### config.mk
export PLATFORM = sky130hd
export DESIGN_NAME = mult_job_sequencer
export DESIGN_NICKNAME = d
export VERILOG_FILES = /design/src/rtl/mult_job_sequencer.sv
export SDC_FILE = /design/constraint.sdc
export NUM_CORES = 1
export LEC_CHECK = 0
export CAP_MARGIN = 30
export CORE_AREA = 2 2 179 199
export CTS_CLUSTER_SIZE = 16
export DETAILED_ROUTE_END_ITERATION = 16
export DIE_AREA = 0 0 181 201
export MAX_ROUTING_LAYER = met4
export PLACE_DENSITY = 0.76
export SYNTH_ARGS = -nofsm -noshare
export SYNTH_HDL_FRONTEND = slang
export SYNTH_SLANG_ARGS = --single-unit
export TNS_END_PERCENT = 5
### constraint.sdc
create_clock -name clk -period 1.82 [get_ports clk]
set_input_delay 0.364 -clock clk [delete_from_list [all_inputs] [get_ports clk]]
set_output_delay 0.364 -clock clk [all_outputs]
set_load 0.01 [all_outputs]
### src/rtl/mult_job_sequencer.sv
// Operand-pair queue feeding a multi-cycle external multiplier; returns products in push order.
// Optional build macro MULT_SEQ_ZERO_BYPASS_EN: pairs with a zero operand skip the multiplier.
module mult_job_sequencer #(
   parameter int FIFO_DEPTH  = 4,
   parameter int LOAD_CYCLES = 2,
   parameter int MUL_LATENCY = 33
) (
   input  logic        clk,
   input  logic        rst,
   input  logic        op_valid,
   output logic        op_ready,
   input  logic [31:0] op_a,
   input  logic [31:0] op_b,
   output logic        mul_rst,
   output logic [31:0] mul_in1,
   output logic [31:0] mul_in2,
   input  logic [63:0] mul_out,
   output logic        res_valid,
   input  logic        res_ready,
   output logic [63:0] res_data,
   output logic        busy
);

   localparam int AW      = (FIFO_DEPTH > 2) ? $clog2(FIFO_DEPTH) : 1;
   localparam int CNT_MAX = (LOAD_CYCLES > MUL_LATENCY) ? LOAD_CYCLES : MUL_LATENCY;
   localparam int CW      = $clog2(CNT_MAX + 1);
   localparam logic [CW-1:0] LOAD_LAST = CW'(LOAD_CYCLES - 1);
   localparam logic [CW-1:0] RUN_LAST  = CW'(MUL_LATENCY - 1);

   if ((FIFO_DEPTH < 2) || ((FIFO_DEPTH & (FIFO_DEPTH - 1)) != 0)) begin : g_depth_chk
      $error("FIFO_DEPTH must be a power of two and at least 2");
   end

   typedef enum logic [1:0] {
      IDLE = 2'd0,
      LOAD = 2'd1,
      RUN  = 2'd2,
      DONE = 2'd3
   } state_t;

   state_t          state_r;
   state_t          state_s;
   logic [CW-1:0]   cnt_r;
   logic [CW-1:0]   cnt_s;
   logic            byp_r;
   logic            byp_s;
   logic [63:0]     mem_r [FIFO_DEPTH];
   logic [AW:0]     wr_ptr_r;
   logic [AW:0]     rd_ptr_r;
   logic [AW:0]     wr_ptr_s;
   logic [AW:0]     rd_ptr_s;
   logic            empty_s;
   logic            push_s;
   logic            pop_s;
   logic            capture_s;
   logic            byp_done_s;
   logic            release_s;
   logic [63:0]     head_s;

   // Full when the low pointer bits match but the wrap bits differ.
   function automatic logic ptr_full(input logic [AW:0] wr, input logic [AW:0] rd);
      return (wr[AW] != rd[AW]) && (wr[AW-1:0] == rd[AW-1:0]);
   endfunction

`ifdef MULT_SEQ_ZERO_BYPASS_EN
   function automatic logic is_zero_pair(input logic [63:0] pair);
      return (pair[63:32] == 32'd0) || (pair[31:0] == 32'd0);
   endfunction
`endif

   // Queue status, handshakes and FSM next-state.
   always_comb begin
      push_s     = op_valid && op_ready;
      empty_s    = (wr_ptr_r == rd_ptr_r);
      head_s     = mem_r[rd_ptr_r[AW-1:0]];
      pop_s      = 1'b0;
      capture_s  = 1'b0;
      byp_done_s = 1'b0;
      release_s  = 1'b0;
      state_s    = state_r;
      cnt_s      = cnt_r;
      byp_s      = byp_r;
      case (state_r)
         IDLE: begin
            if (byp_r) begin
               // a zero pair popped last cycle completes without the multiplier
               state_s    = DONE;
               byp_s      = 1'b0;
               byp_done_s = 1'b1;
            end else if (!empty_s) begin
               pop_s = 1'b1;
               cnt_s = {CW{1'b0}};
`ifdef MULT_SEQ_ZERO_BYPASS_EN
               if (is_zero_pair(head_s)) begin
                  byp_s   = 1'b1;
                  state_s = IDLE;
               end else begin
                  byp_s   = 1'b0;
                  state_s = LOAD;
               end
`else
               byp_s   = 1'b0;
               state_s = LOAD;
`endif
            end else begin
               state_s = IDLE;
            end
         end
         LOAD: begin
            if (cnt_r == LOAD_LAST) begin
               state_s = RUN;
               cnt_s   = {CW{1'b0}};
            end else begin
               state_s = LOAD;
               cnt_s   = cnt_r + CW'(1);
            end
         end
         RUN: begin
            if (cnt_r == RUN_LAST) begin
               state_s   = DONE;
               cnt_s     = {CW{1'b0}};
               capture_s = 1'b1;
            end else begin
               state_s = RUN;
               cnt_s   = cnt_r + CW'(1);
            end
         end
         DONE: begin
            if (res_valid && res_ready) begin
               state_s   = IDLE;
               release_s = 1'b1;
            end else begin
               state_s = DONE;
            end
         end
         default: begin
            state_s = IDLE;
            cnt_s   = {CW{1'b0}};
            byp_s   = 1'b0;
         end
      endcase
      if (push_s) begin
         wr_ptr_s = wr_ptr_r + (AW + 1)'(1);
      end else begin
         wr_ptr_s = wr_ptr_r;
      end
      if (pop_s) begin
         rd_ptr_s = rd_ptr_r + (AW + 1)'(1);
      end else begin
         rd_ptr_s = rd_ptr_r;
      end
   end

   // FSM state, service counter and operand queue storage.
   always_ff @(posedge clk or negedge rst) begin
      if (!rst) begin
         state_r  <= IDLE;
         cnt_r    <= {CW{1'b0}};
         byp_r    <= 1'b0;
         wr_ptr_r <= {(AW + 1){1'b0}};
         rd_ptr_r <= {(AW + 1){1'b0}};
         for (int i = 0; i < FIFO_DEPTH; i++) begin
            mem_r[i] <= 64'd0;
         end
      end else begin
         state_r  <= state_s;
         cnt_r    <= cnt_s;
         byp_r    <= byp_s;
         wr_ptr_r <= wr_ptr_s;
         rd_ptr_r <= rd_ptr_s;
         if (push_s) begin
            mem_r[wr_ptr_r[AW-1:0]] <= {op_a, op_b};
         end
      end
   end

   // Registered status and multiplier-side outputs; mul_rst is high while held in reset.
   always_ff @(posedge clk or negedge rst) begin
      if (!rst) begin
         op_ready <= 1'b0;
         mul_rst  <= 1'b1;
         busy     <= 1'b0;
         mul_in1  <= 32'd0;
         mul_in2  <= 32'd0;
      end else begin
         op_ready <= !ptr_full(wr_ptr_s, rd_ptr_s);
         mul_rst  <= (state_s == LOAD);
         busy     <= (state_s != IDLE) || (wr_ptr_s != rd_ptr_s) || byp_s;
         if (pop_s) begin
            mul_in1 <= head_s[63:32];
            mul_in2 <= head_s[31:0];
         end
      end
   end

   // Result register: captured once per job and held until the downstream handshake.
   always_ff @(posedge clk or negedge rst) begin
      if (!rst) begin
         res_valid <= 1'b0;
         res_data  <= 64'd0;
      end else if (capture_s) begin
         res_valid <= 1'b1;
         res_data  <= mul_out;
      end else if (byp_done_s) begin
         res_valid <= 1'b1;
         res_data  <= 64'd0;
      end else if (release_s) begin
         res_valid <= 1'b0;
      end
   end

endmodule

# Word level (Yosys, flattened, before mapping)
# Cells that the tools add are included.
[word_totals] mem_count=0 latch_bits=0 word_cells=83 romBits=0 output_inout_bits=132 mem_bits_rw=0 inputBits=132 reg_bits=403
[op_classes] n_div=0 reduce_logical=13 n_eq_ne=12 add_sub_neg=3 mux=34 n_lt_le_gt_ge=3 shift=0 bitwise_logic=2 n_mul=0
[op_table] op="64-bit two-way mux" n=5
[op_table] op="256-bit bitwise mux" n=1
[op_table] op="64-bit binary-select mux with 2-bit select" n=1
[op_table] op="64-bit demux with 2-bit select" n=1
[op_table] op="6-bit two-way mux" n=4
[op_table] op="6-bit case mux with 3 select lines" n=1
[op_table] op="1-bit two-way mux" n=15
[op_table] op="2-bit case mux with 4 select lines" n=1
[op_table] op="3-bit by 1-bit adder with 3-bit output (second input constant)" n=2
[op_table] op="6-bit by 1-bit adder with 6-bit output (second input constant)" n=1
[op_table] op="6-bit by 1-bit == test with 1-bit output (second input constant)" n=1
[op_table] op="6-bit == test (second input constant)" n=1
[op_table] op="3-bit greater-or-equal comparator (second input constant)" n=2
[op_table] op="2-bit two-way mux" n=3
[op_table] op="3-bit two-way mux" n=2
[op_table] op="2-bit NOT with 3-bit output" n=2
[op_table] op="3-bit nonzero test" n=2
[op_table] op="2-bit by 1-bit == test with 1-bit output (second input constant)" n=2
[op_table] op="2-bit == test (second input constant)" n=2
[op_table] op="1-bit logical AND" n=4
[op_table] op="2-bit inequality test (second input constant)" n=2
[op_table] op="2-bit nonzero test" n=2
[op_table] op="3-bit == test" n=1
[op_table] op="3-bit by 1-bit < comparator with 1-bit output (second input constant)" n=1
[op_table] op="7 further kinds" n=8

# Logic depth before layout (Yosys ltp)
[logic_depth] word_depth=8 ltp_mapped=8 ltp_nobuf=7

# Least setup slack after synthesis
# OpenSTA, ideal clock, no wires.
[synth_timing] path_kind="reg2reg" startpoint="reg rd_ptr_r[0]" endpoint="reg mul_in1[10]" setup_time_ns=0.127 arrival_time_ns=1.762 path_slack_ns=-0.070 stages_incl_launch_ff=5 required_time_ns=1.693 period_less_slack_ns=1.890 path_cell_list="dfrtp_1 buf_2 buf_2 mux4_2 mux2_1"
[synth_between] elab_chain_cells=4 elab_cells_between_ends=8
[synth_rtl] element="from (decl)" line_no="49" source="logic [AW:0] rd_ptr_r;"
[synth_rtl] element="from (signal assigned)" line_no="161" source="rd_ptr_r <= {(AW + 1){1'b0}};"
[synth_rtl] element="from (signal assigned)" line_no="170" source="rd_ptr_r <= rd_ptr_s;"
[synth_rtl] element="3-bit == test / 2-bit NOT with 3-bit output (equally long branches)" line_no="74, 75"
[synth_rtl] element="1-bit two-way mux / 64-bit binary-select mux with 2-bit select (equally long branches)" line_no="90, 75"
[synth_rtl] element="1-bit two-way mux / 64-bit two-way mux (equally long branches)" line_no="85, 75"
[synth_rtl] element="1-bit two-way mux / 64-bit two-way mux (equally long branches)" line_no="83, 75"
[synth_rtl] element="to (signal assigned)" line_no="190" source="mul_in1 <= head_s[63:32];"
[synth_rtl] element="to (decl)" line_no="15" source="output logic [31:0] mul_in1,"
# Several ways; a longest one is shown, not always the timed one. The select of a mux whose other input is x is not followed.
# A chain may end at the register's enable or synchronous reset.

# Worst setup path after layout
[layout_timing] startpoint="reg rd_ptr_r[0]" endpoint="reg mul_in2[14]"
[layout_between] elab_chain_cells=4 elab_cells_between_ends=8
[layout_rtl] element="3-bit == test / 2-bit NOT with 3-bit output (equally long branches)" line_no="74, 75"
[layout_rtl] element="1-bit two-way mux / 64-bit binary-select mux with 2-bit select (equally long branches)" line_no="90, 75"
[layout_rtl] element="1-bit two-way mux / 64-bit two-way mux (equally long branches)" line_no="85, 75"
[layout_rtl] element="1-bit two-way mux / 64-bit two-way mux (equally long branches)" line_no="83, 75"
[layout_rtl] element="to (signal assigned)" line_no="191" source="mul_in2 <= head_s[31:0];"
[layout_rtl] element="to (decl)" line_no="16" source="output logic [31:0] mul_in2,"
# Several ways; a longest one is shown, not always the timed one. The select of a mux whose other input is x is not followed.

==> out/metrics.yaml <==
syn_avg_cell_area_sq_um: 16.5
antenna_found_initial: 2
p_leak_nw: 9.96
clk_latency_ns: 0.53
io_buffers: 263
synth_cell_types: 38
ys_seq_area_frac: 0.604
power.density_nw_per_um2: 1770
arrival_ns: 2.20
synth-simple-area-share: 0.0133
grt_pass1_wl_um: 60100
critPathSlowestCell: "mux4_2"
max_freq_mhz: 560
syn-cell-area_sq_um: 16700
drtIter0Drc: 424
hpwlAfterDp_um: 24400
worstSetupStartpoint: "rd_ptr_r[0]"
dp_slack_ns: -0.128
start_kind: "flop"
reg2reg_depth: 3
min_path_type: "input port to asynchronous set/reset pin"
drv_cap: 0
ir_drop_mv: 0.849
yosysWarnings: 0
layout-area-overhead-vs-synth_pct: 33.2
layout-drive-gt1-share: 0.392
fin_util: 0.643
slowest_delay_ns: 0.54
grt_overflow_total: 0
endpoint_kind: "flop"
grt_pass1_vias: 11000
die_area_sq_um: 36400
synth.largest_area_cell: "dfrtp_1"
drv_slew: 0
synth_nets: 1158
drc_errors: 0
die_w_um: 181
cts_buffers: 43
wire_per_inst_um: 20.3
clkSlewWorstSetupHoldPaths_ns: 0.06
yosys.area.top_type_share: 0.603
start_util: 0.483
layout_common_cells: "dfrtp_1 (399), mux2_2 (272), clkdlybuf4s50_1 (146), dlygate4sd2_1 (94)"
htree_levels: 2
cp.required_ns: 2.23
grt_max_degree: 69
setup_viol: 0
synth_compound_area_frac: 0.0434
clock-sinks: 403
clock_skew_ns: 0.0123
synth_cells: 1014
coreArea_sq_um: 34600
ioPinCount: 264
critPathMaxFanout: 12
viasPerCell: 5.43
hold_viol_final: 0
final_common_cell: "dfrtp_1"
outcome: "finished, final reports clean"
routabilityCongestion: 0.846
rr_startpoint: "rd_ptr_r[0]"
num_rows: 72
yosys.area_share.xor_xnor: 0.00667
routed_wl_um: 36900
worst_slew_pin_slew_ns: 0.377
synth_area_leaders: "dfrtp_1 (60%), mux2_2 (18%), mux4_2 (8.6%)"
timing.final.crit_share: 0.981
relSlewSlack: 0.749
crit_chain: "buf_4 > mux4_2 > mux2_1"
fin_ws_ns: 0.0339
synth_mux_area_frac: 0.303
vias: 9871
synth-seq-cells: 403
fp.dieH_um: 201
cts_tree: "built"
synth_top_family_by_area: "multiplexers"
post-route-min-period_ns: 1.79
rsz0062_at_grt: "true"
cts-root-buf: "clkbuf_16"
crit_type: "flop to flop"
grt_util_all_layers: 0.214
cts_buffer_depth: 3
synthAdderAreaFrac: 0.00899
antenna_left: 0
final_nets: 1485
dr.pass1.iters: 4
==> metrics by stage <==
stage | power (W) | setup TNS [ns] | instance area [sq um] | std cells | hold slack, ns
after floorplan | 0.0242 | -3.04 | 16700 | 1014 | 0.0684
after global placement | 0.0296 | -18.81 | 20600 | 1736 | 0.293
after detailed placement | 0.0302 | -18.03 | 20600 | 1736 | 0.300
after CTS | 0.0390 | -0.0174 | 22000 | 1815 | 0.318
after global routing | 0.0416 | -0.318 | 22200 | 1819 | 0.349
final | 0.0393 | 0 | 22200 | 1819 | 0.335
==> worst max-delay path: cells and delay by family (launching register included) <==
family,cells,cell delay (ns)
flip-flops,1,0.51
multiplexers,2,0.84
buffers and inverters,1,0.30
==> final cells by class <==
cell class              instances  area (sq um)
fillers                      2541         12400
flip-flops and latches        403         10100
multi-input cells             537          6540
repair buffers                343          3550
clock buffers                  60          1240
well taps                     444           556
clock inverters                17           201
inverters                      13          48.8
diodes                          2          5.00
==> power breakdown <==
part / switching, W / internal (W)
registers: 0.00199 / 0.0129
clock network: 0.00351 / 0.00535
logic: 0.00584 / 0.00968
==> kinds of logic (layout without fill, tap and decap cells) <==
family / after synthesis / after routing
other: 0 / 2
muxes: 385 / 385
AOI/OAI and AO/OA: 88 / 88
buffers and inverters: 74 / 433
and+or+nand+nor: 41 / 41
DFF: 403 / 403
adders and majority gates: 12 / 12
xor gates and xnor gates: 11 / 11
==> sequential cells by signal, summed over array words and instances (netlist names), 2 cells and up <==
register,cells
mem_r,256
state_r,2
res_data,64
cnt_r,6
rd_ptr_r,3
mul_in1,32
mul_in2,32
wr_ptr_r,3
==> synth_stat cells (all sizes together) <==
| library cell | number |
|---|---|
| dfrtp | 402 |
| mux2 | 321 |
| a22o | 64 |
| mux4 | 64 |
| buf | 36 |
| clkbuf | 25 |
| inv | 13 |
| nand2 | 13 |
| ha | 12 |
| a21oi | 9 |
| nand3 | 9 |
| xnor2 | 9 |
| o21ai | 4 |
| and3 | 3 |
| nand2b | 3 |
| o22ai | 3 |
| or3 | 3 |
| a31oi | 2 |
| nand4 | 2 |
| nor2 | 2 |
| nor2b | 2 |
| nor3 | 2 |
| xor2 | 2 |
| a211oi | 1 |
| a21boi | 1 |
| a21o | 1 |
| a311oi | 1 |
| a31o | 1 |
| dfstp | 1 |
| nand3b | 1 |
| nand4bb | 1 |
| o311ai | 1 |
==> per-layer routing <==
metal | global-route usage | up-vias | share of wire
met4 | 0.0621 | 0 | 0.023
li1 | - | 4426 | -
met1 | 0.272 | 5185 | 0.43
met5 | - | - | 0
met3 | 0.0301 | 59 | 0.034
met2 | 0.359 | 201 | 0.52
==> timing repair <==
item,4_1_cts,5_1_grt
gates resized for setup,105,59
hold buffers,1,0
hold endpoints to repair,27,0
setup buffers,1,2
pin swaps,1,2
setup endpoints to repair,143,118
==> final timing paths <==
check	to	slack [ns]
max	mul_in2[14]	0.03
min	mem_r[240]	0.33
max reg2reg	mul_in2[14]	0.03
min reg2reg	mul_in1[21]	0.48
max in group asynchronous	mul_in1[3]	0.78
min in group clk	res_data[5]	0.43
Power figures use the tool's default switching activity.
